--- config.mk ---
export PLATFORM = sky130hd
export DESIGN_NAME = uart_rx_os16
export DESIGN_NICKNAME = d
export VERILOG_FILES = /design/src/rtl/uart_rx_os16.sv
export SDC_FILE = /design/constraint.sdc
export NUM_CORES = 1
export LEC_CHECK = 0
export ABC_AREA = 1
export CAP_MARGIN = 15
export CELL_PAD_IN_SITES_DETAIL_PLACEMENT = 1
export CELL_PAD_IN_SITES_GLOBAL_PLACEMENT = 1
export CORE_MARGIN = 10
export CORE_UTILIZATION = 40
export CTS_BUF_LIST = sky130_fd_sc_hd__clkbuf_4 sky130_fd_sc_hd__clkbuf_8
export CTS_CLUSTER_SIZE = 12
export DETAILED_ROUTE_END_ITERATION = 10
export HOLD_SLACK_MARGIN = 0.12
export MAX_ROUTING_LAYER = met4
export PLACE_DENSITY_LB_ADDON = 0.05
export REMOVE_ABC_BUFFERS = 1
export SYNTH_ARGS = -nofsm -noshare
export SYNTH_HDL_FRONTEND = slang
export SYNTH_SLANG_ARGS = --single-unit
--- constraint.sdc ---
create_clock -name clk -period 1.4 [get_ports clk]
set_input_delay 0.21 -clock clk [delete_from_list [all_inputs] [get_ports clk]]
set_output_delay 0.21 -clock clk [all_outputs]
set_load 0.02 [all_outputs]
--- src/rtl/uart_rx_os16.sv ---
// ============================================================================
//  Module   : uart_rx_os16
//  Purpose  : UART receiver with 16x oversampling; byte strobe and framing-error strobe
//  Revision : 1.0
// ============================================================================
`default_nettype none

module uart_rx_os16 #(
   parameter int DATA_BITS   = 8,
   parameter int OVERSAMPLE  = 16,
   parameter int SYNC_STAGES = 2
) (
   input  logic                 clk,
   input  logic                 reset,
   input  logic                 baud_tick,
   input  logic                 rx,
   output logic [DATA_BITS-1:0] data_out,
   output logic                 data_valid,
   output logic                 framing_err,
   output logic                 busy
);

   localparam int c_TW = (OVERSAMPLE > 1) ? $clog2(OVERSAMPLE) : 1;
   localparam int c_BW = $clog2(DATA_BITS + 1);
   localparam logic [c_TW-1:0] c_TICK_MID  = c_TW'(OVERSAMPLE / 2 - 1);
   localparam logic [c_TW-1:0] c_TICK_LAST = c_TW'(OVERSAMPLE - 1);
   localparam logic [c_BW-1:0] c_BIT_LAST  = c_BW'(DATA_BITS - 1);

   typedef enum logic [2:0] {
      S_IDLE  = 3'd0,
      S_START = 3'd1,
      S_DATA  = 3'd2,
      S_STOP  = 3'd3,
      S_BREAK = 3'd4
   } state_t;

   state_t                 state_q, state_d;
   logic [c_TW-1:0]        tick_q, tick_d;
   logic [c_BW-1:0]        bit_q, bit_d;
   logic [DATA_BITS-1:0]   shift_q, shift_d;
   logic [DATA_BITS-1:0]   data_q, data_d;
   logic                   valid_q, valid_d;
   logic                   ferr_q, ferr_d;
   logic                   busy_q;
   logic [SYNC_STAGES-1:0] sync_q;
   logic                   rx_s;

   // Synchronizer resets to idle-high so leaving reset never looks like a start bit.
   always_ff @(posedge clk or posedge reset) begin
      if (reset) sync_q <= '1;
      else       sync_q <= {sync_q[SYNC_STAGES-2:0], rx};
   end

   assign rx_s = sync_q[SYNC_STAGES-1];

   always_ff @(posedge clk or posedge reset) begin
      if (reset) begin
         state_q <= S_IDLE;
         tick_q  <= '0;
         bit_q   <= '0;
         shift_q <= '0;
         data_q  <= '0;
         valid_q <= 1'b0;
         ferr_q  <= 1'b0;
         busy_q  <= 1'b0;
      end else begin
         state_q <= state_d;
         tick_q  <= tick_d;
         bit_q   <= bit_d;
         shift_q <= shift_d;
         data_q  <= data_d;
         valid_q <= valid_d;
         ferr_q  <= ferr_d;
         busy_q  <= (state_d != S_IDLE);
      end
   end

   always_comb begin
      state_d = state_q;
      tick_d  = tick_q;
      bit_d   = bit_q;
      shift_d = shift_q;
      data_d  = data_q;
      valid_d = 1'b0;
      ferr_d  = 1'b0;
      if (baud_tick) begin
         tick_d = (tick_q == c_TICK_LAST) ? '0 : tick_q + 1'b1;
         case (state_q)
            S_IDLE: begin
               if (!rx_s) begin
                  state_d = S_START;
                  tick_d  = '0;
               end
            end
            S_START: begin
               if (tick_q == c_TICK_MID) begin
                  if (!rx_s) begin
                     state_d = S_DATA;
                     tick_d  = '0;
                     bit_d   = '0;
                  end else begin
                     state_d = S_IDLE;
                  end
               end
            end
            S_DATA: begin
               // Counter was zeroed mid start bit, so reaching the last count is mid-bit.
               if (tick_q == c_TICK_LAST) begin
                  shift_d = {rx_s, shift_q[DATA_BITS-1:1]};
                  bit_d   = bit_q + 1'b1;
                  if (bit_q == c_BIT_LAST) state_d = S_STOP;
               end
            end
            S_STOP: begin
               if (tick_q == c_TICK_LAST) begin
                  if (rx_s) begin
                     data_d  = shift_q;
                     valid_d = 1'b1;
                     state_d = S_IDLE;
                  end else begin
                     ferr_d  = 1'b1;
                     state_d = S_BREAK;
                  end
               end
            end
            S_BREAK: begin
               if (rx_s) state_d = S_IDLE;
            end
            default: state_d = S_IDLE;
         endcase
      end
   end

   assign data_out    = data_q;
   assign data_valid  = valid_q;
   assign framing_err = ferr_q;
   assign busy        = busy_q;

endmodule

`default_nettype wire

# [After elaboration in Yosys (flattened, before gate mapping)]
# Cells that the tools add are included.
[totals] input_bits=4 word_cells=53 register_bits=32 out_inout_bits=11
[op_classes] add_sub_neg=2 reduce_logical=6 n_eq_ne=10 muxes=26
[ops] cell="$mux 3" n=8
[ops] cell="$mux 4" n=6
[ops] cell="$pmux 4 s2" n=2
[ops] cell="$pmux 3 s5" n=1
[ops] cell="$add 4x1->4 const B" n=2
[ops] cell="$eq 4x3->1 const B" n=2
[ops] cell="$mux 1" n=8
[ops] cell="$eq 3x2->1 const B" n=2
[ops] cell="$ne 2x2->1 const B" n=3
[ops] cell="$reduce_and 5->1" n=1
[ops] cell="$eq 4x4->1 const B" n=1
[ops] cell="$reduce_and 4->1" n=1
[ops] cell="$eq 3x1->1 const B" n=1
[ops] cell="$eq 3x3->1 const B" n=1
[ops] cell="$logic_not 3->1" n=1
[ops] cell="$reduce_and 3->1" n=1
[ops] cell="$reduce_bool 3->1" n=1
[ops] cell="$mux 2" n=1
[ops] cell="$reduce_bool 2->1" n=1

# [Logic depth before layout (Yosys ltp)]
[depth] ltp_word=6 mapped_depth=9 depth_no_buf=9

# [Least setup slack after synthesis]
# No wires, ideal clock.
[synth_path] path_type="reg-to-reg" start="register tick_q[0]" end="register shift_q[3]" setup_ps=118 path_stages_with_launch=8 required_time_ps=1282 path_buffers=1 arrival_time_ps=1228 period_less_slack_ps=1346 path_slack_ps=54 path_cell_list="dfrtp_1 -> ha_1 -> nand3_4 -> nor2_8 -> nand2_2 -> buf_6 -> nand2_1 -> o21ai_2"
[synth_between] elab_chain_len=2
[synth_lines] element="start, declared" line_no="38" rtl="logic [c_TW-1:0] tick_q, tick_d;"
[synth_lines] element="start signal, assigned" line_no="68" rtl="tick_q <= tick_d;"
[synth_lines] element="$eq 4x4->1" line_no="108" rtl="if (tick_q == c_TICK_LAST) begin"
[synth_lines] element="$reduce_and 3->1 (no source line)"
[synth_lines] element="end signal, assigned" line_no="70" rtl="shift_q <= shift_d;"
[synth_lines] element="end, declared" line_no="40" rtl="logic [DATA_BITS-1:0] shift_q, shift_d;"
# No other way between the ends.
# A chain may end at the register's enable or synchronous reset.

# [Final worst setup path]
[layout_path] start="register tick_q[1]" end="register data_q[7] (netlist: data_out[7])"
[layout_between] elab_chain_len=2
[layout_lines] element="$eq 4x4->1" line_no="115" rtl="if (tick_q == c_TICK_LAST) begin"
[layout_lines] element="$reduce_and 4->1 (no source line)"
[layout_lines] element="end signal, assigned" line_no="71" rtl="data_q <= data_d;"
[layout_lines] element="end, declared" line_no="41" rtl="logic [DATA_BITS-1:0] data_q, data_d;"
# No other way between the ends.

==> results by group <==
Power and ir drop
  – Pwr Density: 1375 nW/um^2
  – LEAKAGE: ~0.001 uW
  – Peak supply drop: 0.0007396 V

Yosys
  – Distinct cells, synth: 21
  – Synth warnings: 0
  – Yosys top cell area share: 49.18%
  – Cells after Synth: 166
  – Syn_area_per_cell: roughly 9 um^2
  – Post-Syn Area: 1526 um^2
  – Synth top area cells: dfrtp_1, nand2_1, o21ai_2
  – Area leader, netlist: dfrtp_1
  – Synthesis-stage register bit count: 32
  – Seq/Total Area, Yosys: between 50% and 60%

Setup path
  – CP Class: reg -> reg
  – Required @ worst endpoint: 1570 ps
  – R2r endpoint: data_out[7]$_DFFE_PP0P_
  – Critical path startpoint category: register
  – Crit-path cells: ha_4, nand3_4, nor2_8, nand3_4, nand2_2, o21ai_2
  – CP max stage delay: roughly 390 ps
  – FF-to-FF Start: tick_q[1]$_DFFE_PP0P_
  – Crit path DAT: 1560 ps
  – Worst-path maximum fanout: 8
  – CP max stage cell: dfrtp_1
  – R2r worst-path depth: 6
  – Critical path's most frequent cell: nand3_4
  – Flop2flop setup slack: 10 ps
  – CP top delay family: simple AND/OR/NAND/NOR gates
  – Crit. End Element: register
  – CP bufs+invs: 0

Flow run
  – Total of max-cap violations: 0

Cells and area
  – Area of the multi-input gates: 685.7 um^2
  – P&R area growth vs syn: 29.18%
  – Most frequent cells in the layout: nand2_1, dfrtp_1, inv_1
  – Finished Cell Area: 1972 um^2
  – Register area: 803.3 um^2
  – Commonest non-fill, non-tap cell in the layout: nand2_1
  – Layout Nets: 205
  – Ant diodes: 0
  – Share of cells above drive strength 1: about a third
  – Fill count: 429

Timing
  – Post-layout min period: 1390 ps
  – Setup_tns: 0 ps
  – Ratio of final minimum period to clock period: roughly 99%
  – Final setup viols: 0
  – Max-Slew Margin vs Limit: approximately four fifths
  – RSZ-0062 raised after global routing: true
  – Top achievable clock speed: 719.6 MHz
  – Worst slew pin tran: 312.3 ps
  – Pins over their slew limit: 0
  – Fin Clk Skew: 8.829 ps
  – Fin. Hold Viols: 0

Global route
  – First-pass GRT wire length: 5.796 mm
  – GRT overflow: 0
  – Antenna violations before repair: 0
  – Global-route usage over all layers: a little under an eighth
  – Largest net degree at the start of global routing: 33
  – Number of global-route vias before repair: 1302

Clock tree
  – Longest Clk Path Bufs: 2
  – Worst-Skew Late Latency: 280 ps
  – Hold_buf cts: 0
  – CTS Root Buffer Type: clkbuf_8
  – Sink Count: 32
  – TritonCTS clock tree: yes
  – Inserted Clock Buffers: 5
  – CTS H-Tree Depth: 2
  – Clk pin slew, worst setup/hold paths: around 70 ps

Routing
  – DRT antenna net count: 0
  – Initial DRC count: 32
  – Vias/cell: 4.750
  – TritonRoute pass-1 iters: 4
  – DRC: 0
  – Wirelength per Cell: 13.52 um
  – Post-Route WL: roughly 3.4 mm
  – Total number of vias: 1178

Place
  – Port bufs: 14
  – Placed Instance Area: 1795 um^2
  – Placed wire-length estimate: approximately 2.4 mm
  – GPL Wtd Cong: approximately 0.8

Hold path
  – HP Class: in -> async

Die
  – Boundary Pins: 15
  – Die footprint: 6687 um^2
  – Std-Cell Rows: 22
  – Starting Density: 41.38%
  – Core Footprint: 3689 um^2
  – Die Wd: 81.78 um
  – Vert. Die Dim: about 82 um

Outcome
  – Outcome: finished clean
[how the worst max path moves through the flow]
stage,startpoint,end,slack (ps),depth (start not counted)
2_1_floorplan,tick_q[0]$_DFFE_PP0P_,shift_q[0]$_DFFE_PP0P_,50,6
5_1_grt,tick_q[1]$_DFFE_PP0P_,busy$_DFF_PP0_,-130,8
4_1_cts,tick_q[0]$_DFFE_PP0P_,busy$_DFF_PP0_,7,8
6_report,tick_q[1]$_DFFE_PP0P_,data_out[7]$_DFFE_PP0P_,10,6
3_3_place_gp,baud_tick,shift_q[4]$_DFFE_PP0P_,-100,6
3_5_place_dp,baud_tick,shift_q[3]$_DFFE_PP0P_,-150,6
[stage by stage]
step | util (%) | total power [uW] | instances | worst slack [ps] | hold WS (ps)
2_1_floorplan | - | 1585 | 163 | 48.76 | 214.5
6_report | 53.46 | 2711 | 248 | 10.40 | 262.3
4_1_cts | 52.34 | 2723 | 246 | 6.549 | 274.3
3_5_place_dp | 48.68 | 1841 | 236 | -153.7 | 353.2
3_3_place_gp | 48.68 | 1810 | 236 | -102.6 | 349.9
5_1_grt | 53.46 | 2905 | 248 | -134.9 | 297.3
[per-layer routing]
layer | up-vias | GRT usage, % | part of all wire (%)
met5 | - | - | 0
met4 | 0 | 4.592 | 1.3
met3 | 5 | 3.384 | 4.3
met2 | 15 | 18.97 | 51
met1 | 570 | 12.61 | 43
li1 | 588 | - | -
[cell type report]
class	count	area share, %
multi-input cells	112	34.77
inverters	20	3.807
flip-flops and latches	32	40.74
repair buffers	28	12.37
well taps	48	3.046
clock buffers	8	5.267
[timing repair]
item                                    4_1_cts  5_1_grt
endpoints found under the setup margin       35       25
gates cloned                                  1        0
hold endpoints to repair                      0        0
pin swaps                                     1        8
resized for setup                            16       12
setup buffers                                 1        2
[Yosys cell counts (all sizes together)]
| master | n |
|---|---|
| a21oi | 8 |
| buf | 2 |
| clkbuf | 1 |
| dfrtp | 30 |
| dfstp | 2 |
| ha | 2 |
| inv | 20 |
| nand2 | 54 |
| nand3 | 10 |
| nor2 | 13 |
| nor3 | 2 |
| o21ai | 19 |
| xor2 | 3 |
[sequential cells by signal (all words and copies together), names as in the netlist]
name         cells
bit_q            4
busy             1
data_out         8
data_valid       1
framing_err      1
shift_q          8
state_q          3
sync_q           2
tick_q           4
[power by group]
group          internal, uW  switching (uW)
combinational           312             434
sequential             1030             130
clock                   468             338
[cell families after synthesis]
group                    Yosys count  synth area share (%)
flip-flops                        32                 52.62
AND/OR/NAND/NOR                   79                 24.84
XOR/XNOR                           3                 1.722
buffers and inverters             23                 6.639
AO/OA/AOI/OAI                     27                 12.54
adder cells (fa/ha/maj)            2                 1.639
[worst min-delay path, stage by stage]
cell and delay [ps]:
clkdlybuf4s50_1 400, inv_1 90, buf_12 210
Note: power is estimated with default switching activity, not from simulation.
